<file path="config.mk">
export PLATFORM = sky130hd
export DESIGN_NAME = multdiv_unit
export DESIGN_NICKNAME = d
export VERILOG_FILES = /design/src/rtl/multdiv_unit.sv
export SDC_FILE = /design/constraint.sdc
export NUM_CORES = 1
export LEC_CHECK = 0
export ABC_AREA = 1
export CELL_PAD_IN_SITES_DETAIL_PLACEMENT = 0
export CELL_PAD_IN_SITES_GLOBAL_PLACEMENT = 1
export CORE_MARGIN = 3
export CORE_UTILIZATION = 47
export CTS_CLUSTER_SIZE = 14
export DETAILED_ROUTE_END_ITERATION = 10
export DONT_BUFFER_PORTS = 1
export HOLD_SLACK_MARGIN = 0.1
export PLACE_DENSITY = 0.92
export SKIP_LAST_GASP = 1
export SYNTH_ARGS = -nofsm -noshare
export SYNTH_HDL_FRONTEND = slang
export SYNTH_SLANG_ARGS = --single-unit
</file>
<file path="constraint.sdc">
create_clock -name clock -period 9.1 [get_ports clock]
set_clock_uncertainty 0.05 [all_clocks]
set_input_delay 2.275 -clock clock [delete_from_list [all_inputs] [get_ports clock]]
set_output_delay 2.275 -clock clock [all_outputs]
set_load 0.01 [all_outputs]
</file>
<file path="src/rtl/multdiv_unit.sv">
`default_nettype none
// ============================================================================
// multdiv_unit : iterative signed 32x32 multiply / divide, one bit per cycle.
// Optional macro MULTDIV_DIV0_FAST_EN: divide-by-zero completes at edge 1.
// Revision: 1.0
// ============================================================================
module multdiv_unit (
  input  logic        clock,
  input  logic        clr,
  input  logic        ctrl_MULT,
  input  logic        ctrl_DIV,
  input  logic [31:0] data_operandA,
  input  logic [31:0] data_operandB,
  input  logic [31:0] ir_in,
  output logic [31:0] data_result,
  output logic        data_exception,
  output logic [31:0] ir_out,
  output logic        data_resultRDY,
  output logic        busy
);

  typedef enum logic [1:0] {
    S_IDLE = 2'd0,
    S_MULT = 2'd1,
    S_DIV  = 2'd2,
    S_DONE = 2'd3
  } state_t;

  localparam logic [5:0] LAST_STEP = 6'd32;
`ifdef MULTDIV_DIV0_FAST_EN
  localparam logic FAST_DIV0 = 1'b1;
`else
  localparam logic FAST_DIV0 = 1'b0;
`endif

  state_t      state_q, state_d;
  logic [5:0]  cnt_q, cnt_d;
  // Multiply: {partial product, multiplier}. Divide: {remainder, dividend/quotient}.
  logic [63:0] work_q, work_d;
  logic [31:0] mag_q, mag_d;
  logic        neg_q, neg_d;
  logic        div0_q, div0_d;
  logic [31:0] ir_q, ir_d;
  logic [31:0] result_q, result_d;
  logic        exc_q, exc_d;
  logic [31:0] ir_out_q, ir_out_d;
  logic        rdy_q, rdy_d;
  logic        busy_q, busy_d;

  logic        can_start, start_mult, start_div;
  logic [31:0] mag_a, mag_b;
  logic [32:0] add_sum, rem_shift, rem_diff;
  logic [63:0] prod_signed;
  logic [31:0] quot_signed;

  always_comb begin
    mag_a       = data_operandA[31] ? (~data_operandA + 32'd1) : data_operandA;
    mag_b       = data_operandB[31] ? (~data_operandB + 32'd1) : data_operandB;
    can_start   = (state_q == S_IDLE) || (state_q == S_DONE);
    start_mult  = can_start && ctrl_MULT && !ctrl_DIV;
    start_div   = can_start && ctrl_DIV && !ctrl_MULT;
    add_sum     = {1'b0, work_q[63:32]} + (work_q[0] ? {1'b0, mag_q} : 33'd0);
    rem_shift   = {work_q[63:32], work_q[31]};
    rem_diff    = rem_shift - {1'b0, mag_q};
    prod_signed = neg_q ? (~work_q + 64'd1) : work_q;
    quot_signed = neg_q ? (~work_q[31:0] + 32'd1) : work_q[31:0];

    state_d  = state_q;
    cnt_d    = cnt_q;
    work_d   = work_q;
    mag_d    = mag_q;
    neg_d    = neg_q;
    div0_d   = div0_q;
    ir_d     = ir_q;
    result_d = result_q;
    exc_d    = exc_q;
    ir_out_d = ir_out_q;
    rdy_d    = 1'b0;
    busy_d   = busy_q;

    case (state_q)
      S_MULT: begin
        if (cnt_q == LAST_STEP) begin
          state_d  = S_DONE;
          busy_d   = 1'b0;
          rdy_d    = 1'b1;
          result_d = prod_signed[31:0];
          exc_d    = (prod_signed[63:31] != {33{prod_signed[31]}});
          ir_out_d = ir_q;
        end else begin
          work_d = {add_sum, work_q[31:1]};
          cnt_d  = cnt_q + 6'd1;
        end
      end
      S_DIV: begin
        if ((cnt_q == LAST_STEP) || (FAST_DIV0 && div0_q)) begin
          state_d  = S_DONE;
          busy_d   = 1'b0;
          rdy_d    = 1'b1;
          result_d = div0_q ? 32'd0 : quot_signed;
          // Only -2^31 / -1 yields a positive magnitude of 2^31.
          exc_d    = div0_q | (!neg_q & work_q[31]);
          ir_out_d = ir_q;
        end else begin
          if (!rem_diff[32]) begin
            work_d = {rem_diff[31:0], work_q[30:0], 1'b1};
          end else begin
            work_d = {rem_shift[31:0], work_q[30:0], 1'b0};
          end
          cnt_d = cnt_q + 6'd1;
        end
      end
      S_DONE: begin
        state_d = S_IDLE;
      end
      default: begin
        state_d = S_IDLE;
      end
    endcase

    if (start_mult || start_div) begin
      state_d = start_mult ? S_MULT : S_DIV;
      busy_d  = 1'b1;
      cnt_d   = 6'd0;
      neg_d   = data_operandA[31] ^ data_operandB[31];
      div0_d  = start_div && (data_operandB == 32'd0);
      ir_d    = ir_in;
      work_d  = {32'd0, start_mult ? mag_b : mag_a};
      mag_d   = start_mult ? mag_a : mag_b;
    end
  end

  always_ff @(posedge clock or posedge clr) begin
    if (clr) begin
      state_q  <= S_IDLE;
      cnt_q    <= 6'd0;
      work_q   <= 64'd0;
      mag_q    <= 32'd0;
      neg_q    <= 1'b0;
      div0_q   <= 1'b0;
      ir_q     <= 32'd0;
      result_q <= 32'd0;
      exc_q    <= 1'b0;
      ir_out_q <= 32'd0;
      rdy_q    <= 1'b0;
      busy_q   <= 1'b0;
    end else begin
      state_q  <= state_d;
      cnt_q    <= cnt_d;
      work_q   <= work_d;
      mag_q    <= mag_d;
      neg_q    <= neg_d;
      div0_q   <= div0_d;
      ir_q     <= ir_d;
      result_q <= result_d;
      exc_q    <= exc_d;
      ir_out_q <= ir_out_d;
      rdy_q    <= rdy_d;
      busy_q   <= busy_d;
    end
  end

  assign data_result    = result_q;
  assign data_exception = exc_q;
  assign ir_out         = ir_out_q;
  assign data_resultRDY = rdy_q;
  assign busy           = busy_q;

endmodule
`default_nettype wire

</file>
==> Word-level counts from Yosys, hierarchy flattened <==
Index checks and enable logic that the tools add are counted.
{ "totals": {"ff_bits": 205, "in_bits": 100} }
{ "op_classes": {"n_addsub": 7, "reduce_logical": 22, "eq_ne": 11, "n_bitwise": 7, "muxes": 31} }
{ "op_table": {"columns": ["op", "count"], "rows": [
  ["two-way mux 64 bit", 5],
  ["two-way mux 32 bit", 9],
  ["case mux 64 bit (2 select lines)", 1],
  ["adder 32 x 1 -> 32 bit (second input constant)", 3],
  ["inverter 32 bit", 3],
  ["adder 64 x 1 -> 64 bit (second input constant)", 1],
  ["inverter 64 bit", 1],
  ["case mux 32 bit (2 select lines)", 1],
  ["adder 32 x 32 -> 33 bit", 1],
  ["subtractor 33 x 32 -> 33 bit", 1],
  ["logical NOT 32 bit", 1],
  ["!= test 32 bit", 1],
  ["two-way mux 6 bit", 3],
  ["two-way mux 2 bit", 4],
  ["two-way mux 1 bit", 7],
  ["adder 6 x 1 -> 6 bit (second input constant)", 1],
  ["equality test 6 bit (second input constant)", 1],
  ["!= test 3 bit (second input constant)", 2],
  ["AND reduction 2 bit", 3],
  ["AND reduction 3 bit", 2],
  ["nonzero test 2 bit", 3],
  ["logical AND 1 bit", 5],
  ["equality test 2 bit (second input constant)", 2],
  ["!= test 2 bit (second input constant)", 2],
  ["12 further kinds", 15]
]} }

==> Longest topological paths before layout <==
Gate-level depths: netlist of the first run.
{ "logic_depth": {"ltp_word": 7, "depth_mapped": 21, "mapped_depth_nobuf": 19} }

==> Least setup slack after synthesis of the first run <==
Ideal clock, no wire load.
{ "synth_timing": {"path_type": "input port to flip-flop", "start": "input port data_operandA[0]", "end": "register work_q[20]", "path_slack_ns": 5.170, "t_required_ns": 8.918, "arrival_time_ns": 3.749, "cell_stages": 15, "setup_ns": 0.132, "cell_sequence": "inv_1 ha_1 nand4_1 nor2_1 nand2_1 inv_1 nand2_1 inv_1 nand2_1 nor2_1 nand3_1 nand3b_1 nand2_1 o221ai_1 o21ai_0"} }
{ "synth_via": {"elab_chain_len": 5} }
{ "synth_rtl": {"columns": ["item", "line", "rtl"], "rows": [
  ["from (decl)", "12", "input logic [31:0] data_operandA,"],
  ["inverter 32 bit", "57", "mag_a = data_operandA[31] ? (~data_operandA + 32'd1) : data_operandA;"],
  ["adder 32 x 1 -> 32 bit", "57", null],
  ["two-way mux 32 bit", "57", null],
  ["two-way mux 32 bit", "128", "work_d = {32'd0, start_mult ? mag_b : mag_a};"],
  ["two-way mux 64 bit", "121", "if (start_mult || start_div) begin"],
  ["to (signal assigned)", "150", "work_q <= work_d;"],
  ["to (decl)", "39", "logic [63:0] work_q, work_d;"]
]} }
Every way passes these cells.
A chain may end at the register's enable or synchronous reset.

==> Final worst setup path of the first run <==
{ "layout_timing": {"start": "input port ctrl_DIV", "end": "register work_q[25]"} }
{ "layout_via": {"elab_chain_len": 5, "word_cells_on_any_way": 11} }
{ "layout_rtl": {"columns": ["item", "line", "rtl"], "rows": [
  ["from (decl)", "11", "input logic ctrl_DIV,"],
  ["logical NOT 1 bit or logical AND 1 bit (tied branches)", "60, 61", null],
  ["logical AND 1 bit (on tied branches)", "60, 61", null],
  ["logical OR 1 bit", "121", null],
  ["!= test 3 bit (no line) or nonzero test 3 bit (tied branches)", null, null],
  ["AND reduction 3 bit (no line)", null, null]
]} }
Parallel ways exist; a longest one is shown, timed or not.

==> flow_summary_export.csv, run 1 <==
group,metric,value,unit
status,outcome,"finished, final reports clean",
cells_and_area,regArea,0.00513,mm^2
timing,rsz0062_at_grt,"no",
clock_tree,h-tree-depth,1,
critical_path,cp_data_required_time,9470,ps
critical_path,cpMostUsedCell,"inv_2",
power,power,6.36,mW
global_route,grt_max_degree,139,
global_route,antenna_found_initial,0,
synth,ys_types,62,
die,core_region_area,0.0359,mm^2
synth,avgSynthCellArea,6.44,um^2
synth,yosys_warnings,0,
critical_path,slowest_stage,"inv_2",
die,die_area,0.0392,mm^2
die,die_h,198,um
critical_path,cp_top_family,"buffers and inverters",
power,power_density,345,mW/mm^2
place,gp_congestion,1.00,
drt,drtIter0Drc,1836,
synth,ys_seq_elements,205,
critical_path,worstPathMaxFanout,68,
global_route,grt_use_total,31.5,%
timing,fin_crit,5700,ps
die,rows,69,
global_route,overflow,0,
place,io_buffers,0,
clock_tree,post_cts_resized,0,
clock_tree,clk_pin_slew,70,ps
synth,postSynthCellCount,2689,
place,placed_area,0.0176,mm^2
critical_path,crit_type,"input pin to flop",
timing,finalSetupTns,0,ps
critical_path,worst-path-buf-inv,5,
timing,max_slew_margin,34.3,%
power,vdd_drop_max,0.000197,V
cells_and_area,drive_above_1_share,4.41,%
cells_and_area,fillers,3688,
clock_tree,cts_buffer_depth,3,
global_route,grt_pass1_vias,17025,
synth,synth.top_cell.area_share,29.6,%
die,fp.dieW,198,um
power,leakage,9.10,nW
clock_tree,postCtsHoldBufs,0,
min_path,worstHoldPathType,"flop to flop",
cells_and_area,layout.nets,2810,
synth,synth_area_leader_cell,"dfrtp_1",
synth,synth-async-reset-ratio,100,%
run,cap_violations,0,
drt,dr.pass1.iters,7,
timing,final-max-slew-violation-count,0,
timing,setup_viol,0,
place,hpwl,49.7,mm
clock_tree,post_cts_buffers,0,
cells_and_area,design_area,0.0184,mm^2
power,p_sw,3.38,mW
critical_path,max_stage_delay,810,ps
synth,ys_seq_area_share,29.6,%
critical_path,cp.arrival,6070,ps
critical_path,end_kind,"flop",
power,sw_frac_of_total,53.1,%
clock_tree,clock_sinks,205,
cells_and_area,insertedDiodeCount,0,
power,p_seq_share,24.6,%
cells_and_area,multi_input_area,0.0105,mm^2
clock_tree,cts_root_buf,"clkbuf_16",
timing,worst_slew_pin_slew,986,ps
synth,synthesis.nets,2862,
drt,wire_per_inst,20.3,um
critical_path,r2r_slack,4470,ps
timing,hold_violations,0,
drt,routed-via-count,18205,
place,placedCellCount,3073,
synth,synth_edf_count,0,
power,clkPwrFrac,15.9,%
synth,netlist_area,0.0173,mm^2
timing,fin_crit_sh,62.7,%
cells_and_area,areaGrowthSynthToFinish,6.49,%
timing,max_freq,0.175,GHz
clock_tree,tritoncts,"yes",
synth,synth_area_leaders,"dfrtp_1 (30%), nand2_1 (16%), inv_1 (7.4%)",
drt,drc,0,
drt,ant_nets,0,
power,power_frac_comb,59.5,%
die,io_pins,167,
critical_path,cp_cell_sequence,"inv_1 -> nand3_2 -> inv_2 -> nor2_4 -> inv_2 -> buf_4 -> nor2_4 -> inv_2 -> o22ai_1 -> a221o_1",
drt,wl,63.3,mm
cells_and_area,layout.cells.non_filler,3115,
clock_tree,cts-buffers-inserted,23,
die,initial_core_util,48.2,%
global_route,grt_pass1_wl,96.7,mm
drt,viasPerCell,5.84,
power,p_int,2.98,mW
critical_path,critPathLaunchType,"input pin",
synth,synthFlopType,"dfrtp_1",
clock_tree,clk_latency,540,ps
flip-flops by register name (all words and copies together), names as in the netlist:
| register | flops |
|---|---|
| ir_q | 32 |
| ir_out | 32 |
| data_result | 32 |
| data_exception | 1 |
| mag_q | 32 |
| data_resultRDY | 1 |
| cnt_q | 6 |
| div0_q | 1 |
| work_q | 64 |
| neg_q | 1 |
| busy | 1 |
| state_q | 2 |
area by class of cell:
cell class	instances	share of cell area [%]
Multi-Input combinational cell	2039	56.9
Clock inverter	10	0.848
Tap cell	461	3.13
Timing Repair Buffer	14	0.570
Inverter	354	7.26
Clock buffer	32	3.52
Sequential cell	205	27.8
cells in the final DEF, fill, tap and decap left out, drive strengths merged, types with 3 or more instances in the layout:
| cell | netlist | routed |
|---|---|---|
| nand2 | 765 | 765 |
| inv | 351 | 352 |
| nor2 | 294 | 294 |
| o21ai | 275 | 275 |
| dfrtp | 205 | 205 |
| nand3 | 172 | 172 |
| a21oi | 137 | 137 |
| xor2 | 75 | 75 |
| ha | 71 | 71 |
| o211ai | 43 | 43 |
| clkbuf | 58 | 32 |
| nand4 | 28 | 28 |
| xnor2 | 26 | 26 |
| nor3 | 23 | 23 |
| or2 | 15 | 15 |
| a31oi | 14 | 14 |
| buf | 33 | 14 |
| o22ai | 13 | 13 |
| a22oi | 12 | 12 |
| o221ai | 9 | 9 |
| nor4 | 9 | 9 |
| o21bai | 8 | 8 |
| clkinv | 3 | 7 |
| o21a | 6 | 6 |
| a32o | 6 | 6 |
| a21o | 5 | 5 |
| nand3b | 5 | 5 |
| o31ai | 4 | 4 |
| a221o | 4 | 4 |
| bufinv | 0 | 4 |
| a22o | 3 | 3 |
metrics by stage:
step / setup WS [ps] / hold slack [ps] / utilization (%)
floorplan: 1180 / 428 / -
global placement: 3130 / 460 / 49.1
detailed placement: 2970 / 473 / 49.1
CTS: 3540 / 483 / 51.4
global route: 3140 / 500 / 51.4
finish: 3400 / 480 / 51.4
final timing paths:
| kind | startpoint | endpoint | cells after the start |
|---|---|---|---|
| setup reg to reg | state_q[0] | work_q[25] | 11 |
| min in group asynchronous | clr | data_result[5] | 1 |
| max in group asynchronous | clr | ir_out[19] | 2 |
| setup / recovery | ctrl_DIV | work_q[25] | 10 |
| hold reg to reg | ir_q[27] | ir_out[27] | 2 |
| hold / removal | ir_q[27] | ir_out[27] | 2 |
synth_stat cells, types with 6 or more instances:
cell,count
nand2_1,753
inv_1,342
nor2_1,282
o21ai_0,255
dfrtp_1,205
nand3_1,169
a21oi_1,135
xor2_1,75
ha_1,71
clkbuf_1,58
o211ai_1,43
nand4_1,28
xnor2_1,26
nor3_1,20
buf_1,15
o21ai_1,15
a31oi_1,14
o22ai_1,13
or2_2,13
a22oi_1,12
buf_2,12
nand2_2,10
o221ai_1,9
inv_2,8
nor2_2,8
nor4_1,8
o21bai_1,7
a32o_1,6
buf_6,6
o21a_1,6
kinds of logic (layout without fill, tap and decap cells):
| family | count (synthesis) | in the layout | share of synthesized area, % |
|---|---|---|---|
| AOI/OAI and AO/OA | 551 | 551 | 18.3 |
| xor gates and xnor gates | 101 | 101 | 5.11 |
| buffers and inverters | 445 | 410 | 10.0 |
| and+or+nand+nor | 1314 | 1314 | 31.6 |
| adders and majority gates | 73 | 73 | 5.36 |
| DFF | 205 | 205 | 29.6 |
worst min-delay path, stage by stage (launching register included):
cell     delay, ps
dfrtp_1        320
inv_1           50
o21ai_0        140
layer usage:
layer / up-vias / GRT usage, % / wire, um
met3: 160 / 6.19 / 6160
met4: 0 / 11.9 / 2680
li1: 8680 / - / -
met5: - / 0 / 0
met1: 8498 / 44.1 / 26700
met2: 867 / 48.3 / 27800
power groups by stage:
stage	Sequential, mW	Clock [mW]	Combinational [mW]
6_report	1.56	1.01	3.78
2_1_floorplan	1.36	0	2.84
5_1_grt	1.57	1.05	4.24
3_5_place_dp	1.56	0	3.69
4_1_cts	1.54	1.02	3.72
3_3_place_gp	1.55	0	3.64
Note: power is estimated with default switching activity, not from simulation.
==> run 2: changes to the inputs <==
Clock period 9.1 ns to 5.3 ns, I/O delays scaled along.
==> flow_summary_export.csv, run 2 (same netlist as run 1, synthesis figures left out) <==
group,metric,value,unit
status,outcome,"finished, final reports clean",
cells_and_area,drive_above_1_share,4.55,%
die,fp.dieW,198,um
timing,fin_crit_sh,65.0,%
critical_path,max_stage_delay,550,ps
global_route,grt_max_degree,96,
cells_and_area,insertedDiodeCount,0,
place,hpwl,51.5,mm
critical_path,worstPathMaxFanout,30,
cells_and_area,top_register,"work_q",
critical_path,cp_data_required_time,5740,ps
global_route,grt_pass1_vias,16791,
clock_tree,clock_sinks,205,
critical_path,cp_top_family,"simple AND/OR/NAND/NOR gates",
global_route,grt_pass1_wl,99.0,mm
critical_path,slowest_stage,"dfrtp_1",
drt,drc,0,
timing,fin_crit,3440,ps
place,io_buffers,0,
global_route,grt_use_total,32.6,%
global_route,antenna_found_initial,1,
die,die_area,0.0392,mm^2
critical_path,critPathLaunchType,"flop",
cells_and_area,layout.nets,2815,
timing,max_slew_margin,32.1,%
drt,dr.pass1.iters,8,
power,vdd_drop_max,0.000325,V
cells_and_area,largest_reg_flops,64,
timing,rsz0062_at_grt,"no",
drt,viasPerCell,5.81,
cells_and_area,layout_commonest_cell,"nand2_1",
critical_path,cp_cell_sequence,"buf_4 -> nand2_1 -> inv_1 -> ha_1 -> inv_1 -> nor2_1 -> o21ai_1 -> nand2_1 -> a21boi_1 -> o21bai_1 -> nand3_1 -> nand3_1 -> nand2_1 -> inv_1 -> nor2_1 -> nand2_1 -> nand3_1 -> nand3_1 -> nand2_1",
clock_tree,cts_buffer_depth,3,
timing,hold_violations,0,
cells_and_area,fillers,3623,
timing,setup_viol,0,
critical_path,cpMostUsedCell,"nand2_1",
clock_tree,cts-buffers-inserted,24,
clock_tree,tritoncts,"yes",
critical_path,crit_type,"flop to flop",
timing,final-max-slew-violation-count,0,
critical_path,cp.arrival,3890,ps
power,leakage,9.09,nW
clock_tree,h-tree-depth,1,
global_route,overflow,0,
cells_and_area,final_cell_mix,"nand2_1 (753), inv_1 (341), nor2_1 (281)",
die,die_h,198,um
critical_path,end_kind,"flop",
run,cap_violations,0,
timing,hold_ws,467,ps
die,initial_core_util,48.2,%
drt,wire_per_inst,21.0,um
place,gp_congestion,1.01,
die,core_region_area,0.0359,mm^2
drt,wl,65.4,mm
clock_tree,clk_latency,560,ps
drt,routed-via-count,18122,
power,power_density,596,mW/mm^2
clock_tree,clk_pin_slew,60,ps
timing,finalSetupTns,0,ps
timing,max_freq,0.290,GHz
critical_path,worst-path-buf-inv,4,
clock_tree,post_cts_buffers,0,
clock_tree,postCtsHoldBufs,0,
clock_tree,cts_root_buf,"clkbuf_16",
clock_tree,post_cts_resized,0,
min_path,worstHoldPathType,"flop to flop",
drt,drtIter0Drc,1849,
drt,ant_nets,0,
die,rows,69,
die,io_pins,167,
timing,worst_slew_pin_slew,1020,ps
cells_and_area,areaGrowthSynthToFinish,6.54,%
run 2: changes by cell type in the layout (fill, tap and decap cells not counted), sizes merged:
cell | previous run | this run
inv | 352 | 350
bufinv | 4 | 2
clkbuf | 32 | 29
clkinv | 7 | 10
clkinvlp | 1 | 4
buf | 14 | 18
run 2: layout make-up:
type / count / area, um^2 / area share (%)
Multi-Input combinational cell: 2039 / 10500 / 56.8
Sequential cell: 205 / 5130 / 27.8
Inverter: 354 / 1340 / 7.24
Clock buffer: 29 / 629 / 3.41
Tap cell: 461 / 577 / 3.13
Timing Repair Buffer: 18 / 160 / 0.868
Clock inverter: 12 / 133 / 0.719
run 2: report_power, final:
group	total, mW	internal, mW	switching (mW)
clock network	1.66	0.944	0.713
registers	2.68	2.02	0.661
logic	6.67	2.08	4.59
total	11.0	5.04	5.96
run 2: path summary, 6_finish.rpt:
kind | startpoint | end | depth (start not counted) | slack [ps]
worst max register to register | work_q[0] | work_q[59] | 19 | 1860
worst min register to register | cnt_q[4] | cnt_q[4] | 1 | 470
min in group asynchronous | clr | data_result[6] | 1 | 740
max in group asynchronous | clr | neg_q | 2 | 3490
worst min-delay path | cnt_q[4] | cnt_q[4] | 1 | 470
worst max-delay path | work_q[0] | work_q[59] | 19 | 1860
run 2: through the flow:
stage               instance area (um^2)  setup WS, ps  cells  power [mW]  utilization [%]
global route                       18500          1610   3118        11.8             51.4
global placement                   17700          1670   3077        9.13             49.3
detailed placement                 17700          1630   3077        9.17             49.3
CTS                                18500          1880   3118        10.9             51.4
finish                             18500          1860   3118        11.0             51.4
floorplan                          17300          1270   2689        7.22                -
run 2: metal layers:
metal	wire, um	vias up	track usage (%)
li1	-	8647	-
met1	28100	8484	45.8
met2	28600	850	50.4
met3	6160	141	6.52
met4	2660	0	11.1
met5	0	-	0
